<file path="src/rtl/multi_key_debouncer.sv">
// Per-channel key debouncer with press/release/long-press pulses.
// Define KEY_AUTOREPEAT_EN to add the auto-repeat counter and repeat_flag.
module multi_key_debouncer #(
    parameter int N_KEYS     = 4,
    parameter int CNT_MAX    = 2_000_000,
    parameter int CNT_WIDTH  = 21,
    parameter int LONG_MAX   = 100_000_000,
    parameter int REPEAT_MAX = 20_000_000,
    parameter int HOLD_WIDTH = 27
) (
    input  logic              clk,
    input  logic              rst,
    input  logic [N_KEYS-1:0] key_in,
    output logic [N_KEYS-1:0] key_state,
    output logic [N_KEYS-1:0] press_flag,
    output logic [N_KEYS-1:0] release_flag,
    output logic [N_KEYS-1:0] long_flag,
    output logic [N_KEYS-1:0] repeat_flag,
    output logic              any_pressed
);

    localparam logic [CNT_WIDTH-1:0]  DEB_LAST  = CNT_WIDTH'(CNT_MAX - 1);
    localparam logic [HOLD_WIDTH-1:0] HOLD_LAST = HOLD_WIDTH'(LONG_MAX - 1);

    logic [N_KEYS-1:0]     sync_a, sync_b;
    logic [N_KEYS-1:0]     long_seen;
    logic [N_KEYS-1:0]     deb_hit, rise, fall, ks_nxt, long_hit;
    logic [CNT_WIDTH-1:0]  deb_cnt  [N_KEYS];
    logic [HOLD_WIDTH-1:0] hold_cnt [N_KEYS];

    always_comb begin
        deb_hit  = '0;
        rise     = '0;
        fall     = '0;
        ks_nxt   = key_state;
        long_hit = '0;
        for (int i = 0; i < N_KEYS; i++) begin
            deb_hit[i]  = (sync_b[i] != key_state[i]) && (deb_cnt[i] == DEB_LAST);
            rise[i]     = deb_hit[i] && sync_b[i];
            fall[i]     = deb_hit[i] && !sync_b[i];
            ks_nxt[i]   = deb_hit[i] ? sync_b[i] : key_state[i];
            // Long press fires once, one cycle after the hold counter saturates.
            long_hit[i] = key_state[i] && !fall[i] && !long_seen[i] &&
                          (hold_cnt[i] == HOLD_LAST);
        end
    end

    always_ff @(posedge clk or posedge rst) begin
        if (rst) begin
            sync_a       <= '0;
            sync_b       <= '0;
            key_state    <= '0;
            press_flag   <= '0;
            release_flag <= '0;
            long_flag    <= '0;
            long_seen    <= '0;
            any_pressed  <= 1'b0;
            for (int i = 0; i < N_KEYS; i++) begin
                deb_cnt[i]  <= '0;
                hold_cnt[i] <= '0;
            end
        end else begin
            sync_a       <= key_in;
            sync_b       <= sync_a;
            key_state    <= ks_nxt;
            press_flag   <= rise;
            release_flag <= fall;
            long_flag    <= long_hit;
            any_pressed  <= |ks_nxt;
            for (int i = 0; i < N_KEYS; i++) begin
                if ((sync_b[i] == key_state[i]) || deb_hit[i])
                    deb_cnt[i] <= '0;
                else
                    deb_cnt[i] <= deb_cnt[i] + 1'b1;

                if (!key_state[i] || fall[i]) begin
                    hold_cnt[i]  <= '0;
                    long_seen[i] <= 1'b0;
                end else begin
                    if (hold_cnt[i] != HOLD_LAST)
                        hold_cnt[i] <= hold_cnt[i] + 1'b1;
                    if (long_hit[i])
                        long_seen[i] <= 1'b1;
                end
            end
        end
    end

`ifdef KEY_AUTOREPEAT_EN
    localparam logic [HOLD_WIDTH-1:0] REP_LAST = HOLD_WIDTH'(REPEAT_MAX - 1);

    logic [HOLD_WIDTH-1:0] rep_cnt [N_KEYS];
    logic [N_KEYS-1:0]     rep_run, rep_hit;

    always_comb begin
        rep_run = '0;
        rep_hit = '0;
        for (int i = 0; i < N_KEYS; i++) begin
            rep_run[i] = key_state[i] && !fall[i] && long_seen[i];
            rep_hit[i] = rep_run[i] && (rep_cnt[i] == REP_LAST);
        end
    end

    always_ff @(posedge clk or posedge rst) begin
        if (rst) begin
            repeat_flag <= '0;
            for (int i = 0; i < N_KEYS; i++)
                rep_cnt[i] <= '0;
        end else begin
            repeat_flag <= rep_hit;
            for (int i = 0; i < N_KEYS; i++) begin
                if (!rep_run[i] || rep_hit[i])
                    rep_cnt[i] <= '0;
                else
                    rep_cnt[i] <= rep_cnt[i] + 1'b1;
            end
        end
    end
`else
    assign repeat_flag = '0;
`endif

endmodule

</file>
<file path="config.mk">
export PLATFORM = sky130hd
export DESIGN_NAME = multi_key_debouncer
export DESIGN_NICKNAME = d
export VERILOG_FILES = /design/src/rtl/multi_key_debouncer.sv
export SDC_FILE = /design/constraint.sdc
export NUM_CORES = 1
export LEC_CHECK = 0
export BUFFER_PORTS_ARGS = -buffer_cell sky130_fd_sc_hd__buf_2
export CAP_MARGIN = 30
export CORE_MARGIN = 10
export CORE_UTILIZATION = 50
export DETAILED_ROUTE_END_ITERATION = 8
export GPL_TIMING_DRIVEN = 0
export PLACE_DENSITY = 0.68
export SYNTH_ARGS = -nofsm -noshare
export SYNTH_HDL_FRONTEND = slang
export SYNTH_SLANG_ARGS = --single-unit
export TNS_END_PERCENT = 5
</file>
<file path="constraint.sdc">
create_clock -name clk -period 8.1 [get_ports clk]
set_input_delay 0.405 -clock clk [delete_from_list [all_inputs] [get_ports clk]]
set_output_delay 0.405 -clock clk [all_outputs]
set_load 0.01 [all_outputs]
</file>
==> run_results.csv <==
group,metric,value,unit
synth,synth_area,10400,µm²
route,wl,19.1,mm
clock_tree,htreeDepth,1,
sta,setup_violations,0,
layout,final_area,11800,µm²
layout,multi_input_comb_area,4700,µm²
die,dieArea,27000,µm²
die,die_x,164,µm
synth,ys_types,49,
clock_tree,clock_sinks,221,
layout,n_antenna_cell,0,
layout,fin_cells,1405,
global_route,grt-ovfl-total,0,
route,drcViolationCount,0,
pwr,switching_share,20.6,%
placed_design,place_inst,1358,
sta,max_freq,369,MHz
die,die_h,164,µm
run_status,status,"finished clean",
setup_path,crit_path_start_kind,"flop",
pwr,p_clk_share,48.4,%
sta,finalHoldViolCount,0,
clock_tree,cts_root_buf,"clkbuf_16",
min_path,hold_path.class,"primary input to asynchronous set/reset pin",
layout,fillCellCount,1750,
sta,worst_slew_pin_slew,915,ps
pwr,p_seq_share,49.6,%
synth,ys_warn_count,0,
route,vias_per_cell,5.31,
sta,finalCritPeriodShare,33.5,%
clock_tree,cts_resized,0,
layout,nets,1132,
die,core,20400,µm²
placed_design,routabilityCongestion,0.830,
synth,yosysSeqAreaShare,53.1,%
layout,layout-drive-gt1-share,8.11,%
route,vias,7464,
route,routedWlPerCell,13.6,µm
pwr,switching_power,465,µW
sta,fin_crit,2710,ps
synth,async_reset_ff_share,100,%
setup_path,crit_path_end_kind,"flop",
synth,yosys.area.top_type,"dfrtp_1",
global_route,track_usage,14.3,%
global_route,antenna_found_initial,0,
layout,layout_commonest_cell,"dfrtp_1",
setup_path,cp.required,8490,ps
job,maxCapViolations,0,
synth,yosysTopAreaCellShare,53.1,%
route,drt-pass1-iter-count,4,
global_route,grt_pass1_wl,33.6,mm
pwr,p_int,1790,µW
pwr,pwr-share-comb,2.0,%
synth,synth.ff_latch_count,221,
layout,area_growth,13.0,%
placed_design,place_area,10900,µm²
pwr,p_leak,0.00491,µW
clock_tree,cts_buffers,24,
setup_path,critical_path_class,"flop to flop",
clock_tree,cts_tree,"done",
sta,rsz0062_at_grt,"false",
pwr,fin_total_pwr,2250,µW
clock_tree,cts_setup_buffers,0,
synth,yosys-top-cells-area,"dfrtp_1 (53%), xor2_1 (9.0%), nor2_1 (7.6%), xnor2_1 (4.3%), nand3_1 (3.5%)",
setup_path,cp_max_fo,10,
sta,slew_viol_final,0,
synth,synth_edf_count,0,
layout,final_cell_mix,"dfrtp_1 (221), nor2_1 (211), xor2_1 (107)",
route,drtAntennaViolNets,0,
pwr,cellPowerDensity,191,nW/µm²
setup_path,crit_arrival,3100,ps
synth,synth_area_per_cell,9.84,µm²
die,start_util,51.2,%
layout,seqCellArea,5530,µm²
sta,fin_skew,11.0,ps
clock_tree,clk_pin_slew,60,ps
route,drtIter0Drc,503,
global_route,grt_max_degree,114,
placed_design,dp_hpwl,12.7,mm
sta,slew-limit-headroom,38.5,%
die,fp-row-count,52,
synth,ys.flop_type,"dfrtp_1",
die,io_pins,27,
global_route,grt_pass1_vias,7301,
synth,synthCells,1059,
pwr,peakVddDrop,132,µV
clock_tree,clk_latency,510,ps
clock_tree,ctsLongestPathBuffers,3,
placed_design,io_buffer_count,22,
sta,whs,11.1,ps
-- timing repair --
item | CTS | global route
hold buffers | 4 | 0
endpoints found under the hold margin | 4 | 0
setup endpoints to repair | 0 | 0
-- path summary, 6_finish.rpt --
| check | slack [ps] | cells after the start | start | to |
|---|---|---|---|---|
| worst max register to register | 5390 | 9 | deb_cnt[63]$_DFF_PP0_ | hold_cnt[94]$_DFFE_PP0P_ |
| worst min-delay path | 10 | 2 | rst | deb_cnt[66]$_DFF_PP0_ |
| min in group clk | 350 | 0 | sync_a[2]$_DFF_PP0_ | sync_b[2]$_DFF_PP0_ |
| worst min register to register | 350 | 0 | sync_a[2]$_DFF_PP0_ | sync_b[2]$_DFF_PP0_ |
| max in group asynchronous | 7130 | 3 | rst | hold_cnt[9]$_DFFE_PP0P_ |
| worst max-delay path | 5390 | 9 | deb_cnt[63]$_DFF_PP0_ | hold_cnt[94]$_DFFE_PP0P_ |
-- layout make-up --
type,instances,share of cell area [%]
multi-input combinational,796,39.9
timing repair buffer,30,1.64
clock inverter,6,0.489
clock buffer,37,6.38
buffer,34,1.35
sequential,221,47.0
inverter,11,0.414
tap,270,2.87
-- power by group through the flow --
stage | clock [µW] | combinational (µW) | sequential, µW
finish | 1090 | 44.7 | 1120
global route | 1170 | 52.5 | 1120
CTS | 1120 | 47.2 | 1120
detailed placement | 0 | 45.7 | 1140
global placement | 0 | 43.0 | 1140
floorplan | 0 | 32.1 | 1140
-- critical path, stage by stage (launching register included) --
cell and delay [ps]:
dfrtp_1 390, ha_1 240, and4_1 260, nand3_1 80, or4_1 530, clkbuf_1 170
o21ai_0 300, buf_2 290, buf_2 270, nor2_1 80
-- registers in the layout, summed over array words and instances, names as in the netlist --
signal and cells:
key_state 4, sync_b 4, deb_cnt 84, any_pressed 1, sync_a 4, hold_cnt 108, release_flag 4, long_seen 4
press_flag 4, long_flag 4
-- routing by layer --
layer / GRT usage (%) / wire [µm]
met4: 3.29 / 332
met5: 0 / 0
met3: 2.43 / 506
met2: 24.1 / 9010
met1: 18.8 / 9240
-- Yosys cell counts, types with 4 or more instances --
| library cell | instances |
|---|---|
| nor2_1 | 211 |
| nor4_1 | 22 |
| a21oi_1 | 21 |
| a31oi_1 | 8 |
| nor3_1 | 35 |
| or3_1 | 9 |
| nand2_1 | 73 |
| or4_1 | 8 |
| and4_1 | 10 |
| nand4_1 | 55 |
| o21ai_0 | 13 |
| inv_1 | 11 |
| xnor2_1 | 51 |
| dfrtp_1 | 221 |
| nor4b_1 | 6 |
| and3_1 | 29 |
| mux2_2 | 4 |
| and2_1 | 6 |
| nand3_1 | 72 |
| buf_4 | 4 |
| xor2_1 | 107 |
| ha_1 | 8 |
| nor3b_1 | 10 |
| clkbuf_1 | 25 |
-- stage by stage --
step,setup slack (ps),TNS [ps],utilization [%]
floorplan,1650,0,-
global placement,-822,-177610,53.4
detailed placement,5370,0,53.7
CTS,5350,0,57.8
global route,5020,0,57.8
finish,5390,0,57.8
-- cell families after synthesis --
logic type / Yosys count / share of synthesized area, %
AND/OR/NAND/NOR: 571 / 27.4
flip-flops: 221 / 53.1
XOR/XNOR: 158 / 13.3
AO/OA/AOI/OAI: 49 / 2.65
buffers and inverters: 45 / 1.92
adder cells (fa/ha/maj): 8 / 0.961
multiplexers: 6 / 0.625
other: 1 / 0.0360
Note: power is estimated with default switching activity, not from simulation.
